<file path="config.mk">
export PLATFORM = sky130hd
export DESIGN_NAME = tmds_serializer_gearbox
export DESIGN_NICKNAME = d
export VERILOG_FILES = /design/src/rtl/tmds_pkg.sv /design/src/rtl/tmds_serializer_gearbox_fifo.sv /design/src/rtl/tmds_serializer_gearbox.sv
export SDC_FILE = /design/constraint.sdc
export NUM_CORES = 1
export LEC_CHECK = 0
export CELL_PAD_IN_SITES_DETAIL_PLACEMENT = 1
export CELL_PAD_IN_SITES_GLOBAL_PLACEMENT = 2
export CORE_MARGIN = 2
export CORE_UTILIZATION = 38
export DETAILED_ROUTE_END_ITERATION = 8
export PLACE_DENSITY = 0.77
export REMOVE_ABC_BUFFERS = 1
export SETUP_SLACK_MARGIN = 0.4
export SKIP_CTS_REPAIR_TIMING = 1
export SYNTH_ARGS = -nofsm -noshare
export SYNTH_HDL_FRONTEND = slang
export SYNTH_SLANG_ARGS = --single-unit
</file>
<file path="constraint.sdc">
create_clock -name clk_serial -period 5 [get_ports clk_serial]
set_input_delay 1.5 -clock clk_serial [delete_from_list [all_inputs] [get_ports clk_serial]]
set_output_delay 1.5 -clock clk_serial [all_outputs]
set_load 0.05 [all_outputs]
</file>
<file path="src/rtl/tmds_pkg.sv">
// Shared TMDS constants, types and helpers for the bit-clock serializer.
package tmds_pkg;

  localparam int unsigned TMDS_W = 10;

  typedef logic [TMDS_W-1:0] tmds_word_t;

  // DVI control-period symbols; C00 doubles as the idle symbol.
  localparam tmds_word_t TMDS_C00 = 10'b1101010100;
  localparam tmds_word_t TMDS_C01 = 10'b0010101011;
  localparam tmds_word_t TMDS_C10 = 10'b0101010100;
  localparam tmds_word_t TMDS_C11 = 10'b1010101011;

  localparam tmds_word_t TMDS_CLK_PATTERN = 10'b0000011111;

  function automatic logic [7:0] sat_inc8(input logic [7:0] v);
    return (v == 8'hFF) ? v : v + 8'd1;
  endfunction

endpackage

</file>
<file path="src/rtl/tmds_serializer_gearbox_fifo.sv">
// Single-clock power-of-two FIFO with occupancy output and a registered ready flag.
module sync_fifo
  import tmds_pkg::*;
#(
  parameter int unsigned WIDTH = 30,
  parameter int unsigned DEPTH = 4
) (
  input  logic                     clk,
  input  logic                     rst_n,
  input  logic                     wr_en,
  input  logic [WIDTH-1:0]         wr_data,
  output logic                     wr_ready,
  input  logic                     rd_en,
  output logic [WIDTH-1:0]         rd_data,
  output logic                     empty,
  output logic [$clog2(DEPTH):0]   level
);

  localparam int AW = $clog2(DEPTH);
  localparam int LW = AW + 1;

  logic [WIDTH-1:0] mem [DEPTH];
  logic [AW-1:0]    wr_ptr;
  logic [AW-1:0]    rd_ptr;
  logic [LW-1:0]    count;
  logic [LW-1:0]    count_nxt;
  logic             do_wr;
  logic             do_rd;

  assign do_wr   = wr_en && wr_ready;
  assign do_rd   = rd_en && (count != '0);
  assign empty   = (count == '0);
  assign level   = count;
  assign rd_data = mem[rd_ptr];

  always_comb begin
    count_nxt = count;
    if (do_wr && !do_rd)
      count_nxt = count + 1'b1;
    else if (!do_wr && do_rd)
      count_nxt = count - 1'b1;
  end

  // Ready is held low through reset and tracks the post-edge occupancy.
  always_ff @(posedge clk or negedge rst_n) begin
    if (!rst_n) begin
      wr_ptr   <= '0;
      rd_ptr   <= '0;
      count    <= '0;
      wr_ready <= 1'b0;
    end else begin
      if (do_wr) wr_ptr <= wr_ptr + 1'b1;
      if (do_rd) rd_ptr <= rd_ptr + 1'b1;
      count    <= count_nxt;
      wr_ready <= (count_nxt != LW'(DEPTH));
    end
  end

  always_ff @(posedge clk) begin
    if (do_wr) mem[wr_ptr] <= wr_data;
  end

endmodule

</file>
<file path="src/rtl/tmds_serializer_gearbox.sv">
// Bit-clock TMDS serializer: buffered parallel symbols shifted out on every lane plus a clock lane.
module tmds_serializer_gearbox
  import tmds_pkg::*;
#(
  parameter int unsigned           NUM_CHANNELS  = 3,
  parameter int unsigned           WORD_WIDTH    = TMDS_W,
  parameter int unsigned           FIFO_DEPTH    = 4,
  parameter bit                    LSB_FIRST     = 1'b1,
  parameter bit                    CLOCK_LANE    = 1'b1,
  parameter logic [WORD_WIDTH-1:0] CLOCK_PATTERN = WORD_WIDTH'(TMDS_CLK_PATTERN),
  parameter logic [WORD_WIDTH-1:0] IDLE_WORD     = WORD_WIDTH'(TMDS_C00)
) (
  input  logic                                    clk_serial,
  input  logic                                    reset_n,
  input  logic [NUM_CHANNELS-1:0][WORD_WIDTH-1:0] in_word,
  input  logic                                    in_valid,
  output logic                                    in_ready,
  input  logic                                    enable,
  input  logic                                    clear_status,
  output logic [NUM_CHANNELS-1:0]                 tmds,
  output logic                                    tmds_clock,
  output logic                                    word_start,
  output logic                                    underrun,
  output logic [7:0]                              underrun_count,
  output logic [$clog2(FIFO_DEPTH):0]             fifo_level
);

  localparam int PW = $clog2(WORD_WIDTH);
  localparam int DW = NUM_CHANNELS * WORD_WIDTH;
  localparam logic [PW-1:0] LAST_PHASE = PW'(WORD_WIDTH - 1);

  typedef logic [NUM_CHANNELS-1:0][WORD_WIDTH-1:0] lane_arr_t;

  function automatic logic [WORD_WIDTH-1:0] shift1(input logic [WORD_WIDTH-1:0] v);
    return LSB_FIRST ? (v >> 1) : (v << 1);
  endfunction

  function automatic logic out_bit(input logic [WORD_WIDTH-1:0] v);
    return LSB_FIRST ? v[0] : v[WORD_WIDTH-1];
  endfunction

  logic [PW-1:0]         phase;
  logic                  load;
  logic                  empty;
  logic                  pop;
  logic                  starve;
  logic [DW-1:0]         head;
  lane_arr_t             head_lanes;
  lane_arr_t             shreg;
  logic [WORD_WIDTH-1:0] clk_sh;

  assign load       = (phase == LAST_PHASE);
  assign pop        = load && enable && !empty;
  assign starve     = load && enable && empty;
  assign head_lanes = head;

  sync_fifo #(
    .WIDTH (DW),
    .DEPTH (FIFO_DEPTH)
  ) u_fifo (
    .clk      (clk_serial),
    .rst_n    (reset_n),
    .wr_en    (in_valid),
    .wr_data  (in_word),
    .wr_ready (in_ready),
    .rd_en    (pop),
    .rd_data  (head),
    .empty    (empty),
    .level    (fifo_level)
  );

  // Phase counter and shifters: load on the last phase, shift on every other edge.
  always_ff @(posedge clk_serial or negedge reset_n) begin
    if (!reset_n) begin
      phase      <= '0;
      shreg      <= '0;
      clk_sh     <= '0;
      word_start <= 1'b0;
    end else begin
      phase      <= load ? '0 : phase + 1'b1;
      word_start <= load;
      if (load) begin
        for (int i = 0; i < NUM_CHANNELS; i++)
          shreg[i] <= pop ? head_lanes[i] : IDLE_WORD;
        clk_sh <= CLOCK_PATTERN;
      end else begin
        for (int i = 0; i < NUM_CHANNELS; i++)
          shreg[i] <= shift1(shreg[i]);
        clk_sh <= shift1(clk_sh);
      end
    end
  end

  always_comb begin
    tmds = '0;
    for (int i = 0; i < NUM_CHANNELS; i++)
      tmds[i] = out_bit(shreg[i]);
  end

  assign tmds_clock = CLOCK_LANE ? out_bit(clk_sh) : 1'b0;

  // A fresh underrun wins over a same-cycle clear, restarting the count at one.
  always_ff @(posedge clk_serial or negedge reset_n) begin
    if (!reset_n) begin
      underrun       <= 1'b0;
      underrun_count <= '0;
    end else if (starve) begin
      underrun       <= 1'b1;
      underrun_count <= clear_status ? 8'd1 : sat_inc8(underrun_count);
    end else if (clear_status) begin
      underrun       <= 1'b0;
      underrun_count <= '0;
    end
  end

endmodule

</file>
==> results.ini, run 1 <==
[status]
status = complete, no violations

[finish]
area_growth_pct = 21.3
fin_nets = 465
drive_gt1_frac = 0.179
fin_util = 0.472
n_antenna_cell = 0
stdcell_area_mm2 = 0.00819

[power_and_ir_drop]
power.internal_w = 0.00322
sequentialPowerShare = 0.437
p_sw_frac = 0.272
power_density_mw_per_mm2 = 540
leakage_nw = 2.99
p_total_w = 0.00443
p_switching_w = 0.00121
pwr-share-comb = 0.227
p_clk_frac = 0.336
ir_drop_uv = 318

[floorplan]
fp.dieW_um = 137
ios = 53
die_y_um = 137
dieArea_mm2 = 0.0189
initial_core_util = 0.389
rows = 48
core-area_mm2 = 0.0174

[synth]
synth_ff_type = edfxtp_1
ys_warn_count = 0
synthArstFlopShare = 0.318
synth.distinct_cells = 44
synthTopCellsByCount = edfxtp_1 (120), dfrtp_1 (56), mux4_2 (30)
synth_area_mm2 = 0.00676
synth.most_common_cell = edfxtp_1
seq_area_frac_synth = 0.741
synth_top_area_frac = 0.533
netlist.top_cell.by_area = edfxtp_1
synth_edf_count = 120
ys_seq_elements = 176
syn_inst = 361
ys_top_cells_by_area = edfxtp_1 (53%), dfrtp_1 (21%), mux4_2 (10%)
syn-mean-instance-area_um2 = 18.7

[clock_network]
htreeDepth = 4
cts_tree = done
cts_buffer_depth = 2
cts-root-buf = clkbuf_16
cts.sinks = 176
clock_latency_ns = 0.43
clk_pin_slew_ns = 0.06
tritoncts.num_buffers = 17

[timing]
skew_ns = 0.00926
setup_viol = 0
fin_ws_ns = 1.75
maxSlewHeadroom = 0.460
fin_crit_ns = 3.25
tns_ns = 0
fmax_mhz = 308
finalHoldViolCount = 0
fin_crit_sh = 0.649
worstMarginPinSlew_ns = 0.808
rsz0062_at_grt = false
drv_slew = 0

[setup_path]
crit_type = register to primary output
crit_family = buffers and inverters
cp-end-kind = primary output
start_kind = register
crit_chain = clkdlybuf4s50_1
slowest_stage = clkdlybuf4s50_1
crit_arrival_ns = 1.75
worstRegToRegCells = 6
crit_required_ns = 3.50
max_stage_delay_ns = 0.85
critPathMaxFanout = 8
cp.depth = 1
path_buf_inv = 1

[global_route]
grt_antenna_before_repair = 0
grt_usage = 0.158
grt_pass1_wl_um = 21600
grt_max_degree = 31
grt_pass1_vias = 3820
grt_overflow = 0

[drt]
drc = 0
ant_nets = 0
drt_iter0_markers = 211
wl_um = 13300
wl_per_cell_um = 20.2
via_per_inst = 5.23
drt_pass1_iterations = 4
num_vias = 3451

[run]
maxCapViolCount = 0

[min_path]
hold_depth = 1
min_path_type = register to register

[placed_design]
numPortBuffers = 52
dp_slack_ns = 1.43
placed_area_mm2 = 0.00753
hpwl_um = 7860
gp_congestion = 0.741

[cell type report]
type                       count  area [um2]
tap                          225         282
fill                        1587        9160
sequential                   176        5010
clock buffer                  19         433
clock inverter                13         233
timing repair buffer          61         583
inverter                      10        42.5
multi-input combinational    156        1620
[final timing paths]
check / start / slack [ns] / to
min reg2reg: clk_sh[2]$_DFF_PN0_ / 0.43 / clk_sh[1]$_DFF_PN0_
min in group asynchronous: reset_n / 1.11 / clk_sh[1]$_DFF_PN0_
max reg2reg: phase[2]$_DFF_PN0_ / 2.52 / u_fifo.level[1]$_DFF_PN0_
max in group asynchronous: reset_n / 3.02 / shreg[23]$_DFF_PN0_
max: underrun_count[4]$_DFFE_PN0P_ / 1.75 / underrun_count[4]
min: clk_sh[2]$_DFF_PN0_ / 0.43 / clk_sh[1]$_DFF_PN0_
[flip-flops by register name (all words and copies together) (netlist names)]
name / cells
u_fifo.wr_ptr: 2
u_fifo.level: 3
tmds: 3
u_fifo.mem: 120
underrun: 1
clk_sh: 5
u_fifo.wr_ready: 1
phase: 4
u_fifo.rd_ptr: 2
underrun_count: 8
shreg: 27
[cell families after synthesis]
group                      count (synthesis)  share of synthesized area
xor gates and xnor gates                   5                    0.00648
AOI/OAI and AO/OA                         50                     0.0587
buffers and inverters                     29                     0.0207
adders and majority gates                  8                     0.0148
muxes                                     35                      0.108
DFF                                      176                      0.741
and+or+nand+nor                           58                     0.0508
[metal layers]
metal	global-route usage	share of wire	wire length, um
met5	0	0	0
met4	0.0498	0.012	165
met3	0.0427	0.032	432
met2	0.261	0.51	6780
met1	0.203	0.45	5960
[metrics by stage]
| step | hold WS (ns) | cells |
|---|---|---|
| 2_1_floorplan | 0.408 | 342 |
| 3_3_place_gp | 0.412 | 628 |
| 3_5_place_dp | 0.423 | 628 |
| 4_1_cts | 0.438 | 660 |
| 5_1_grt | 0.457 | 660 |
| 6_report | 0.431 | 660 |
[power by group through the flow]
stage / combinational, W / sequential (W) / clock (W)
finish: 0.00101 / 0.00193 / 0.00149
global route: 0.00111 / 0.00196 / 0.00157
CTS: 0.00103 / 0.00194 / 0.00152
detailed placement: 0.00102 / 0.00197 / 0
global placement: 0.000996 / 0.00195 / 0
floorplan: 0.000577 / 0.00206 / 0
[placed cells by master, fill, tap and decap left out, types with 6 or more instances in the layout]
cell	count
clkdlybuf4s50_1	51
edfxtp_1	120
a22o_1	16
inv_1	9
dfrtp_1	55
o21ai_0	8
clkbuf_16	17
ha_1	8
nand3_1	6
o22a_1	12
nor2_1	11
bufinv_16	6
buf_4	9
mux4_2	30
nand2_1	9
Note: power is estimated with default switching activity, not from simulation.
==> run 2: changes to the inputs <==
- PLACE_DENSITY: 0.77 -> 0.79
- clock period: 5 -> 2.9 ns (I/O delays scaled with it)
==> run 2 against run 1 <==
Compared with the run above:
- critical endpoint is now word_start
- combinational power grew 83%
- sequential share of layout area shrank 0.14 points
- non-clock buffer count grew 3
==> results.ini, run 2 (synthesis gave the netlist of run 1 again) <==
[finish]
reg.largest.list = u_fifo.mem: 120 flops, shreg: 27 flops, underrun_count: 8 flops
regMostFlops = u_fifo.mem
layout_commonest_cell = edfxtp_1
fin_nets = 468  ; +0.65%
area_growth_pct = 21.6
largest_reg_flops = 120  ; unchanged
stdcell_area_mm2 = 0.00821  ; +0.23%
final_cell_mix = edfxtp_1 (120), dfrtp_1 (55), clkdlybuf4s50_1 (38)
n_antenna_cell = 0  ; unchanged
drive_gt1_frac = 0.183  ; +0.00334
fin_util = 0.473  ; +0.00108
instances_no_fill = 663  ; +0.45%

[global_route]
grt_pass1_wl_um = 21400  ; -0.83%
grt_pass1_vias = 3797  ; -0.60%
grt_max_degree = 32  ; +3.2%
grt_usage = 0.157  ; -0.00119
grt_overflow = 0  ; unchanged
grt_antenna_before_repair = 0  ; unchanged

[setup_path]
slowest_stage = clkdlybuf4s50_1
path_buf_inv = 1  ; unchanged
crit_type = register to primary output
crit_chain = clkdlybuf4s50_1
r2r_slack_ns = 0.62  ; -1.90 ns
reg2reg_to = underrun_count[3]$_DFFE_PN0P_
crit_required_ns = 2.03  ; -1.47 ns
cp.depth = 1  ; unchanged
max_stage_delay_ns = 0.81  ; -0.04 ns
critPathMaxFanout = 2  ; -6
crit_arrival_ns = 1.59  ; -0.16 ns
rr_startpoint = phase[2]$_DFF_PN0_
worstRegToRegCells = 5  ; -1
cp-end-kind = primary output
start_kind = register
crit_family = buffers and inverters

[drt]
num_vias = 3482  ; +0.90%
drt_iter0_markers = 215  ; +1.9%
drc = 0  ; unchanged
wl_per_cell_um = 20.4  ; +1.1%
drt_pass1_iterations = 4  ; unchanged
wl_um = 13500  ; +1.6%
ant_nets = 0  ; unchanged
via_per_inst = 5.25  ; +0.44%

[placed_design]
numPortBuffers = 52  ; unchanged
hpwl_um = 7990  ; +1.6%
placed_area_mm2 = 0.00762  ; +1.2%
gp_congestion = 0.727  ; -1.8%
dp.cells = 631  ; +0.48%

[power_and_ir_drop]
p_clk_frac = 0.297  ; -0.039
p_switching_w = 0.00213  ; +76%
power.internal_w = 0.00519  ; +61%
ir_drop_uv = 467  ; +47%
power_density_mw_per_mm2 = 891  ; +65%
leakage_nw = 3.18  ; +6.3%
p_sw_frac = 0.291  ; +0.0183
sequentialPowerShare = 0.451  ; +0.014
p_total_w = 0.00732  ; +65%
pwr-share-comb = 0.252  ; +0.025

[min_path]
hold_depth = 1  ; unchanged
hold_start = clk_sh[2]$_DFF_PN0_
min_path_type = register to register
hold_end = clk_sh[1]$_DFF_PN0_

[timing]
worstMarginPinSlew_ns = 0.682  ; -0.125 ns
maxSlewHeadroom = 0.545  ; +0.0850
skew_ns = 0.00667  ; -0.00259 ns
drv_slew = 0  ; unchanged
fin_crit_ns = 2.46
fmax_mhz = 406
fin_crit_sh = 0.849
rsz0062_at_grt = false
tns_ns = 0  ; unchanged
setup_viol = 0  ; unchanged
finalHoldViolCount = 0  ; unchanged

[floorplan]
rows = 48  ; unchanged
die_y_um = 137  ; unchanged
ios = 53  ; unchanged
core-area_mm2 = 0.0174  ; unchanged
dieArea_mm2 = 0.0189  ; unchanged
fp.dieW_um = 137  ; unchanged
initial_core_util = 0.389  ; unchanged

[clock_network]
cts-root-buf = clkbuf_16
htreeDepth = 4  ; unchanged
cts_tree = done
cts.sinks = 176  ; unchanged
cts_buffer_depth = 2  ; unchanged
tritoncts.num_buffers = 17  ; unchanged
clk_pin_slew_ns = 0.07  ; about the same
clock_latency_ns = 0.42  ; about the same

[status]
status = complete, no violations

[run]
maxCapViolCount = 0  ; unchanged

run 2: cell types whose count changed in the layout (fill, tap and decap cells not counted), sizes merged:
cell / previous run / this run
clkbuf: 19 / 17
dlymetal6s2s: 0 / 13
inv: 11 / 15
clkinv: 5 / 8
clkdlybuf4s50: 51 / 38
buf: 10 / 13
bufinv: 6 / 1
run 2: per-stage QoR:
stage	worst slack (ns)	hold WS, ns
floorplan	0.333	0.408
global placement	0.437	0.415
detailed placement	0.386	0.426
CTS	0.277	0.434
global route	0.402	0.457
finish	0.438	0.428
run 2: worst max path at each step:
stage | startpoint | end
CTS | u_fifo.level[0]$_DFF_PN0_ | fifo_level[0]
finish | clk_sh[4]$_DFF_PN0_ | word_start
global route | clk_sh[4]$_DFF_PN0_ | word_start
detailed placement | in_valid | u_fifo.level[1]$_DFF_PN0_
floorplan | phase[2]$_DFF_PN0_ | u_fifo.level[1]$_DFF_PN0_
global placement | in_valid | u_fifo.level[1]$_DFF_PN0_
run 2: cell type report:
type                       instances  area (um2)
multi-input combinational        156        1610
fill                            1621        9140
timing repair buffer              64         713
clock buffer                      17         425
clock inverter                    15         134
tap                              225         282
inverter                          10        42.5
sequential                       176        5010
run 2: metal layers:
metal,vias up,global-route usage,part of all wire
met2,69,0.265,0.51
met4,0,0.0601,0.012
met1,1847,0.198,0.44
met5,-,0,0
met3,12,0.0331,0.032
li1,1554,-,-
run 2: power by group through the flow:
| stage | registers (W) | clock network (W) | logic, W |
|---|---|---|---|
| 2_1_floorplan | 0.00355 | 0 | 0.000995 |
| 3_3_place_gp | 0.00332 | 0 | 0.00184 |
| 3_5_place_dp | 0.00335 | 0 | 0.00188 |
| 4_1_cts | 0.00330 | 0.00223 | 0.00189 |
| 5_1_grt | 0.00334 | 0.00232 | 0.00201 |
| 6_report | 0.00330 | 0.00217 | 0.00185 |
